`src/rtl/jtag_pkg.sv`:
```
// Shared types and helpers for the JTAG master shifter.
package jtag_pkg;

  // Command sequencer states.
  typedef enum logic [1:0] {
    ST_IDLE = 2'd0,
    ST_LOW  = 2'd1,
    ST_HIGH = 2'd2,
    ST_DONE = 2'd3
  } state_t;

  // TCK half-period in CLK cycles used when the parent does not override it.
  localparam int DEFAULT_DIV = 4;

  // Counter width able to hold 0..value-1, never narrower than one bit.
  function automatic int width_min1(input int value);
    return (value <= 1) ? 1 : $clog2(value);
  endfunction

endpackage

```
`src/rtl/tck_phase_gen.sv`:
```
// TCK phase timer: counts DIV CLK cycles per TCK half-period and flags the
// last cycle of the current half as a rise (TCK low) or fall (TCK high) strobe.
module tck_phase_gen
  import jtag_pkg::*;
#(
  parameter int DIV = DEFAULT_DIV
) (
  input  logic i_clk,
  input  logic i_rst,
  input  logic i_en,
  input  logic i_tck,
  output logic o_rise_stb,
  output logic o_fall_stb
);

  localparam int CNT_W = width_min1(DIV);
  localparam logic [CNT_W-1:0] CNT_LAST = CNT_W'(DIV - 1);

  logic [CNT_W-1:0] r_cnt;
  logic             w_last;

  assign w_last     = i_en && (r_cnt == CNT_LAST);
  assign o_rise_stb = w_last && !i_tck;
  assign o_fall_stb = w_last && i_tck;

  // Half-period counter: held at zero while disabled, restarts every half-period.
  always_ff @(posedge i_clk or posedge i_rst) begin
    if (i_rst) begin
      r_cnt <= '0;
    end else if (!i_en || w_last) begin
      r_cnt <= '0;
    end else begin
      r_cnt <= r_cnt + CNT_W'(1);
    end
  end

endmodule

```
`src/rtl/jtag_master_shifter.sv`:
```
// Host-side JTAG initiator: generates TCK from CLK, shifts a TMS/TDI vector
// out LSB first (changing pins only while TCK is low) and gathers TDO, sampled
// on the last CLK cycle of each TCK-high phase, into a parallel response word.
module jtag_master_shifter
  import jtag_pkg::*;
#(
  parameter int DATA_W = 32,
  parameter int DIV    = DEFAULT_DIV,
  parameter int LEN_W  = $clog2(DATA_W + 1)
) (
  input  logic              CLK,
  input  logic              RST,
  input  logic              CMD_VALID,
  output logic              CMD_READY,
  input  logic [LEN_W-1:0]  CMD_LEN,
  input  logic [DATA_W-1:0] CMD_TMS,
  input  logic [DATA_W-1:0] CMD_TDI,
  output logic              RSP_VALID,
  output logic [DATA_W-1:0] RSP_TDO,
  output logic              TCK,
  output logic              TMS,
  output logic              TDI,
  input  logic              TDO
);

  localparam logic [LEN_W-1:0] LEN_MAX = LEN_W'(DATA_W);

  // Registered state
  state_t             r_state;
  logic               r_tck;
  logic               r_tms;
  logic               r_tdi;
  logic               r_rsp_valid;
  logic [DATA_W-1:0]  r_rsp_tdo;
  logic [DATA_W-1:0]  r_tms_sh;   // bits still to be driven, next one in bit 0
  logic [DATA_W-1:0]  r_tdi_sh;
  logic [DATA_W-1:0]  r_mask;     // one-hot position of the current bit in RSP_TDO
  logic [LEN_W-1:0]   r_len;
  logic [LEN_W-1:0]   r_idx;

  // Next-state values
  state_t             w_state_nxt;
  logic               w_tck_nxt;
  logic               w_tms_nxt;
  logic               w_tdi_nxt;
  logic               w_rsp_valid_nxt;
  logic [DATA_W-1:0]  w_rsp_tdo_nxt;
  logic [DATA_W-1:0]  w_tms_sh_nxt;
  logic [DATA_W-1:0]  w_tdi_sh_nxt;
  logic [DATA_W-1:0]  w_mask_nxt;
  logic [LEN_W-1:0]   w_len_nxt;
  logic [LEN_W-1:0]   w_idx_nxt;

  logic [LEN_W-1:0]   w_len_clamp;
  logic [LEN_W-1:0]   w_idx_inc;
  logic               w_phase_en;
  logic               w_rise_stb;
  logic               w_fall_stb;

  assign w_len_clamp = (CMD_LEN > LEN_MAX) ? LEN_MAX : CMD_LEN;
  assign w_idx_inc   = r_idx + LEN_W'(1);
  assign w_phase_en  = (r_state == ST_LOW) || (r_state == ST_HIGH);

  assign CMD_READY = (r_state == ST_IDLE);
  assign RSP_VALID = r_rsp_valid;
  assign RSP_TDO   = r_rsp_tdo;
  assign TCK       = r_tck;
  assign TMS       = r_tms;
  assign TDI       = r_tdi;

  tck_phase_gen #(
    .DIV (DIV)
  ) u_phase (
    .i_clk      (CLK),
    .i_rst      (RST),
    .i_en       (w_phase_en),
    .i_tck      (r_tck),
    .o_rise_stb (w_rise_stb),
    .o_fall_stb (w_fall_stb)
  );

  // Sequencer next-state and datapath updates; everything holds unless changed.
  always_comb begin
    w_state_nxt     = r_state;
    w_tck_nxt       = r_tck;
    w_tms_nxt       = r_tms;
    w_tdi_nxt       = r_tdi;
    w_rsp_valid_nxt = 1'b0;
    w_rsp_tdo_nxt   = r_rsp_tdo;
    w_tms_sh_nxt    = r_tms_sh;
    w_tdi_sh_nxt    = r_tdi_sh;
    w_mask_nxt      = r_mask;
    w_len_nxt       = r_len;
    w_idx_nxt       = r_idx;

    case (r_state)
      ST_IDLE: begin
        if (CMD_VALID) begin
          // Bit 0 goes straight to the pins; the rest wait in the shifters.
          w_tms_sh_nxt  = CMD_TMS >> 1;
          w_tdi_sh_nxt  = CMD_TDI >> 1;
          w_len_nxt     = w_len_clamp;
          w_idx_nxt     = '0;
          w_mask_nxt    = DATA_W'(1);
          w_rsp_tdo_nxt = '0;
          if (w_len_clamp == '0) begin
            w_state_nxt = ST_DONE;
          end else begin
            w_tms_nxt   = CMD_TMS[0];
            w_tdi_nxt   = CMD_TDI[0];
            w_state_nxt = ST_LOW;
          end
        end else begin
          w_state_nxt = ST_IDLE;
        end
      end

      ST_LOW: begin
        if (w_rise_stb) begin
          w_tck_nxt   = 1'b1;
          w_state_nxt = ST_HIGH;
        end else begin
          w_state_nxt = ST_LOW;
        end
      end

      ST_HIGH: begin
        if (w_fall_stb) begin
          // TDO is sampled on the same edge that drops TCK, i.e. late in TCK-high.
          w_tck_nxt     = 1'b0;
          w_rsp_tdo_nxt = r_rsp_tdo | (TDO ? r_mask : '0);
          if (w_idx_inc < r_len) begin
            w_idx_nxt    = w_idx_inc;
            w_mask_nxt   = r_mask << 1;
            w_tms_nxt    = r_tms_sh[0];
            w_tdi_nxt    = r_tdi_sh[0];
            w_tms_sh_nxt = r_tms_sh >> 1;
            w_tdi_sh_nxt = r_tdi_sh >> 1;
            w_state_nxt  = ST_LOW;
          end else begin
            w_state_nxt = ST_DONE;
          end
        end else begin
          w_state_nxt = ST_HIGH;
        end
      end

      ST_DONE: begin
        // First DONE cycle raises RSP_VALID; the second drops it and returns to
        // IDLE, so CMD_READY only comes back the cycle after the response pulse.
        if (!r_rsp_valid) begin
          w_rsp_valid_nxt = 1'b1;
          w_state_nxt     = ST_DONE;
        end else begin
          w_rsp_valid_nxt = 1'b0;
          w_state_nxt     = ST_IDLE;
        end
      end

      default: begin
        w_state_nxt = ST_IDLE;
      end
    endcase
  end

  // State and datapath registers; reset parks TCK low with TMS high.
  always_ff @(posedge CLK or posedge RST) begin
    if (RST) begin
      r_state     <= ST_IDLE;
      r_tck       <= 1'b0;
      r_tms       <= 1'b1;
      r_tdi       <= 1'b0;
      r_rsp_valid <= 1'b0;
      r_rsp_tdo   <= '0;
      r_tms_sh    <= '0;
      r_tdi_sh    <= '0;
      r_mask      <= '0;
      r_len       <= '0;
      r_idx       <= '0;
    end else begin
      r_state     <= w_state_nxt;
      r_tck       <= w_tck_nxt;
      r_tms       <= w_tms_nxt;
      r_tdi       <= w_tdi_nxt;
      r_rsp_valid <= w_rsp_valid_nxt;
      r_rsp_tdo   <= w_rsp_tdo_nxt;
      r_tms_sh    <= w_tms_sh_nxt;
      r_tdi_sh    <= w_tdi_sh_nxt;
      r_mask      <= w_mask_nxt;
      r_len       <= w_len_nxt;
      r_idx       <= w_idx_nxt;
    end
  end

endmodule

```
`config.mk`:
```
export PLATFORM = sky130hd
export DESIGN_NAME = jtag_master_shifter
export DESIGN_NICKNAME = d
export VERILOG_FILES = /design/src/rtl/jtag_pkg.sv /design/src/rtl/tck_phase_gen.sv /design/src/rtl/jtag_master_shifter.sv
export SDC_FILE = /design/constraint.sdc
export NUM_CORES = 1
export LEC_CHECK = 0
export ABC_CLOCK_PERIOD_IN_PS = 4600
export CAP_MARGIN = 5
export CORE_ASPECT_RATIO = 1.1
export CORE_MARGIN = 10
export CORE_UTILIZATION = 31
export CTS_CLUSTER_SIZE = 12
export DETAILED_ROUTE_END_ITERATION = 8
export GPL_ROUTABILITY_DRIVEN = 0
export PLACE_DENSITY = 0.64
export SLEW_MARGIN = 25
export SYNTH_ARGS = -nofsm -noshare
export SYNTH_HDL_FRONTEND = slang
export SYNTH_HIERARCHICAL = 1
export SYNTH_SLANG_ARGS = --single-unit
```
`constraint.sdc`:
```
create_clock -name CLK -period 4.6 [get_ports CLK]
set_input_delay 0.69 -clock CLK [delete_from_list [all_inputs] [get_ports CLK]]
set_output_delay 0.69 -clock CLK [all_outputs]
set_load 0.02 [all_outputs]
```
==> impl_metrics.env <==
export IMPL_outcome="finished, final reports clean"
export IMPL_first_global_vias=4845
export IMPL_skew_ns=0.0118
export IMPL_hold_viol=0
export IMPL_antenna_cells=0
export IMPL_syn_inst=635
export IMPL_row_count=55
export IMPL_num_vias=4655
export IMPL_cp_max_fo=61
export IMPL_synth_area_top_cells="dfrtp_1 57%, mux2i_1 9.9%, nand2_1 8.3%"
export IMPL_yosysWarnings=6
export IMPL_tns_ns=0
export IMPL_r2r_start="r_idx[2]$_DFFE_PP0P_"
export IMPL_layoutNonFillerInstCount=1000
export IMPL_p_per_area_nw_per_um2=498
export IMPL_cts_hold_buf=0
export IMPL_cts_clk_slew_worst_paths_ns=0.06
export IMPL_wl_per_cell_um=14.8
export IMPL_reg2reg_to="r_idx[0]$_DFFE_PP0P_"
export IMPL_rrSetupSlack_ns=1.54
export IMPL_cts_setup_buffers=0
export IMPL_cp_required_ns=4.95
export IMPL_cts_repair_resized=0
export IMPL_clk_path_buf_depth=2
export IMPL_grt_overflow_total=0
export IMPL_intPower_mw=2.77
export IMPL_cts_root_buf="clkbuf_16"
export IMPL_synth_seq_area_share=0.571
export IMPL_swShare=0.328
export IMPL_fp_dieW_um=157
export IMPL_final_common_cell="dfrtp_1"
export IMPL_cp_arrival_ns=3.41
export IMPL_hold_start="RSP_VALID$_DFF_PP0_"
export IMPL_final_cell_mix="145 x dfrtp_1, 141 x nand2_1, 110 x clkdlybuf4s50_1, 63 x mux2i_1, 51 x o21ai_0"
export IMPL_numCtsBuffers=17
export IMPL_min_path_cells=1
export IMPL_coreArea_um2=20400
export IMPL_drive_gt1_frac=0.0659
export IMPL_syn_avg_cell_area_um2=10.1
export IMPL_yosysTopAreaCell="dfrtp_1"
export IMPL_grt_max_degree=88
export IMPL_drt_wl_total_um=14800
export IMPL_cts_sink_count=146
export IMPL_drt_pass1_iter_count=6
export IMPL_ant_nets=0
export IMPL_synth_edf_count=0
export IMPL_dp_cells=968
export IMPL_period_needed_ns=3.06
export IMPL_nets=816
export IMPL_cts_tree="done"
export IMPL_max_stage_delay_ns=0.47
export IMPL_relSlewSlack=0.330
export IMPL_async_flop_share=1.00
export IMPL_grt_setup_unrepaired="false"
export IMPL_cp_end_kind="register"
export IMPL_finalSetupViolations=0
export IMPL_crit_buf_inv=1
export IMPL_io_pins=111
export IMPL_critPathKind="reg -> reg"
export IMPL_path_cells="and3_1 -> nand3_1 -> xnor2_1 -> ha_1 -> a21oi_1 -> a31o_1 -> nand3_4 -> buf_4 -> or3_1 -> nand2_1"
export IMPL_period_share=0.665
export IMPL_cp_top_family="simple AND/OR/NAND/NOR gates"
export IMPL_port_buffers=110
export IMPL_fin_area_um2=8280
export IMPL_syn_area_um2=6400
export IMPL_pwr_share_clk=0.326
export IMPL_drc=0
export IMPL_htreeDepth=4
export IMPL_final_max_slew_viol_count=0
export IMPL_worst_pin_slew_ns=1.01
export IMPL_dieArea_um2=26800
export IMPL_grt_pass1_wl_um=24800
export IMPL_min_to="RSP_VALID$_DFF_PP0_"
export IMPL_drv_cap=0
export IMPL_ys_types=40
export IMPL_nFillCells=1960
export IMPL_dp_hpwl_um=9900
export IMPL_drt_initial_drc_count=208
export IMPL_setup_ws_ns=1.54
export IMPL_synth_flop_cell="dfrtp_1"
export IMPL_syn_nets=720
export IMPL_start_kind="register"
export IMPL_crit_slowest_cell="nand3_4"
export IMPL_leakagePower_nw=3.69
export IMPL_vdd_drop_max_mv=0.265
export IMPL_grt_util_all_layers=0.115
export IMPL_synth_top_area_share=0.567
export IMPL_antenna_found_initial=0
export IMPL_p_comb_frac=0.242
export IMPL_preCtsSetupSlack_ns=1.53
export IMPL_clk_insertion_delay_late_ns=0.42
export IMPL_power_switching_mw=1.35
export IMPL_fmax_ghz=0.327
export IMPL_yosys_register_bits=146
export IMPL_hp_class="reg -> reg"
export IMPL_die_h_um=171
export IMPL_via_per_inst=4.66
export IMPL_placed_area_um2=7700
export IMPL_synthToLayoutAreaGrowth_pct=29.4
export IMPL_initial_core_util=0.313
export IMPL_r2r_cells=10
export IMPL_seq_power_share=0.433
-- flip-flops by register name, summed over array words and instances (netlist names) --
signal	count
r_idx	6
r_mask	32
r_tdi_sh	31
TDI	1
r_tms_sh	31
RSP_TDO	32
u_phase/r_cnt	2
RSP_VALID	1
r_state	2
r_len	6
TMS	1
TCK	1
-- cell type report --
class,count,area [um2],area share
sequential,146,3650,0.442
multi-input combinational,437,2510,0.303
timing repair buffer,118,1170,0.142
clock buffer,22,474,0.0573
tap,256,320,0.0387
clock inverter,10,100,0.0121
inverter,11,46.3,0.00559
-- power by group through the flow --
stage	registers (mW)	clock network (mW)	logic (mW)
3_5_place_dp	1.80	0	1.03
4_1_cts	1.79	1.38	1.02
2_1_floorplan	1.77	0	0.768
5_1_grt	1.83	1.44	1.16
6_report	1.78	1.34	0.996
3_3_place_gp	1.80	0	0.997
-- cells in the mapped netlist, types with 3 or more instances --
cell type and n:
dfrtp_1 145, nand2_1 141, mux2i_1 63, o21ai_0 51
nand3_1 41, a21oi_1 39, nor2_1 35, buf_2 19
o21ai_1 15, clkbuf_1 14, ha_1 11, inv_1 11
nand2b_1 6, a31oi_1 5, buf_4 4, buf_6 4
and3_1 3, xnor2_1 3
-- worst max-delay path by stage --
stage	cells past startpoint	from	endpoint	slack (ns)
CTS	10	r_idx[0]$_DFFE_PP0P_	r_idx[0]$_DFFE_PP0P_	1.51
finish	10	r_idx[2]$_DFFE_PP0P_	r_idx[0]$_DFFE_PP0P_	1.54
global placement	10	r_idx[0]$_DFFE_PP0P_	r_idx[0]$_DFFE_PP0P_	1.60
detailed placement	10	r_idx[2]$_DFFE_PP0P_	r_idx[0]$_DFFE_PP0P_	1.53
floorplan	1	RST	RSP_TDO[0]$_DFFE_PP0P_	0.05
global route	10	r_idx[0]$_DFFE_PP0P_	r_idx[0]$_DFFE_PP0P_	1.21
-- cells by family after synthesis --
kind of cell	synth area share
mux	0.100
fa+ha+maj	0.0215
buf+inv	0.0413
xor+xnor	0.00548
simple gates	0.160
flops	0.571
compound gates	0.100
-- worst register-to-register path: cells and delay by family, from the launching register on --
family	cells	cell delay [ns]
AND/OR/NAND/NOR	5	1.15
buffers and inverters	1	0.46
flip-flops	1	0.45
AO/OA/AOI/OAI	2	0.45
adder cells (fa/ha/maj)	1	0.30
XOR/XNOR	1	0.19
-- metal layers --
layer  vias to the layer above  track usage  part of all wire
met2                       101        0.173              0.45
met1                      2199        0.148              0.48
met4                         0       0.0386             0.011
met5                         -            0                 0
li1                       2340            -                 -
met3                        15       0.0442             0.060
-- metrics by stage --
stage | power (mW) | utilization | hold slack (ns)
2_1_floorplan | 2.54 | - | 0.430
3_3_place_gp | 2.80 | 0.377 | 0.445
3_5_place_dp | 2.83 | 0.377 | 0.451
4_1_cts | 4.19 | 0.405 | 0.459
5_1_grt | 4.43 | 0.405 | 0.471
6_report | 4.12 | 0.405 | 0.458
No activity file was read; power rests on OpenSTA's default activity.
==> variant, RTL diff (same settings) <==
Set the parameter `DATA_W` to 64 (it was 32).
--- a/src/rtl/jtag_master_shifter.sv
+++ b/src/rtl/jtag_master_shifter.sv
@@ -4,7 +4,7 @@
 module jtag_master_shifter
   import jtag_pkg::*;
 #(
-  parameter int DATA_W = 32,
+  parameter int DATA_W = 64,
   parameter int DIV    = DEFAULT_DIV,
   parameter int LEN_W  = $clog2(DATA_W + 1)
 ) (
Interface: changed (resized CMD_LEN, CMD_TDI, CMD_TMS and RSP_TDO); port bits go from 111 to 208. The function was not compared with the original's and may differ.
==> variant against the original RTL <==
Non-clock buffer count up 109. Routed wire length grew 110%. Power increased by 120%. Sequential cell count grew 130. Largest power group unchanged. Synthesized cell count rose by 64%. Setup slack lost 0.32 ns. Design area grew 94%. Area after synthesis up 93%. Fmax down 9.4%. Critical path type unchanged.
==> variant: results (changes against the original RTL) <==
| Metric | Value |
|---|---|
| Status | finished clean |
| Critical R2R Capture | r_tdi_sh[8]$_DFFE_PP0P_ |
| Worst vdd ir | 400 uV (+51%) |
| Synth Area in Compound Gates | 6.65% (-3.4 points) |
| Buffers on Ports | 207 (+88%) |
| Clk_skew | 0.0119 ns (+0.000129 ns) |
| Worst-path fanout max | 66 (+8.2%) |
| Met3 WL | 1.87 mm (+110%) |
| Met1 WL | 14.5 mm (+100%) |
| Initial DRC count | 422 (+100%) |
| Clock buffer depth | 3 (+1) |
| Clk pwr | 0.00249 W (+86%) |
| Min Tclk post-route | 3.38 ns (+0.319 ns) |
| Mux contribution to synthesized area | 23.1% (+13 points) |
| Via/cell ratio | 4.76 (+2.2%) |
| Inverters | 83 (+72) |
| Worst hold slack | 0.373 ns (-0.0855 ns) |
| Lkg Pwr | 6.70 nW (+82%) |
| FF+latch area | 6910 sq um (+89%) |
| DPL Wire Length | 20.5 mm (+110%) |
| Synth area leaders | dfrtp_1 56%, mux2_2 12%, mux2_1 11% |
| R2r startpoint | r_idx[0]$_DFFE_PP0P_ |
| Crit path DAT | 3.81 ns (+0.40 ns) |
| Vias in the first global route | 8,638 (+78%) |
| H-tree levels | 1 (-3) |
| Mapped Avg Cell Area | 11.9 sq um (+18%) |
| NumNets Final | 1,376 (+69%) |
| Synth Register Bits | 276 (+89%) |
variant: critical path: stages (launching register included):
cell and delay (ns):
dfrtp_1 0.41, ha_1 0.20, nand3_1 0.12, nor3_1 0.19, xnor2_1 0.18, ha_1 0.28
a21oi_1 0.14, o21ai_1 0.13, a21o_1 0.23, a21boi_4 0.58, buf_12 0.37, mux2_1 0.36
variant: worst max-delay path by stage:
stage,endpoint,depth (start not counted),startpoint
after floorplan,RSP_TDO[0]$_DFFE_PP0P_,1,RST
after global placement,r_tms_sh[47]$_DFFE_PP0P_,11,r_idx[0]$_DFFE_PP0P_
after detailed placement,r_tms_sh[50]$_DFFE_PP0P_,11,r_idx[0]$_DFFE_PP0P_
after CTS,r_tms_sh[50]$_DFFE_PP0P_,11,r_idx[0]$_DFFE_PP0P_
after global routing,r_tms_sh[50]$_DFFE_PP0P_,11,r_idx[0]$_DFFE_PP0P_
final,r_tdi_sh[8]$_DFFE_PP0P_,11,r_idx[0]$_DFFE_PP0P_
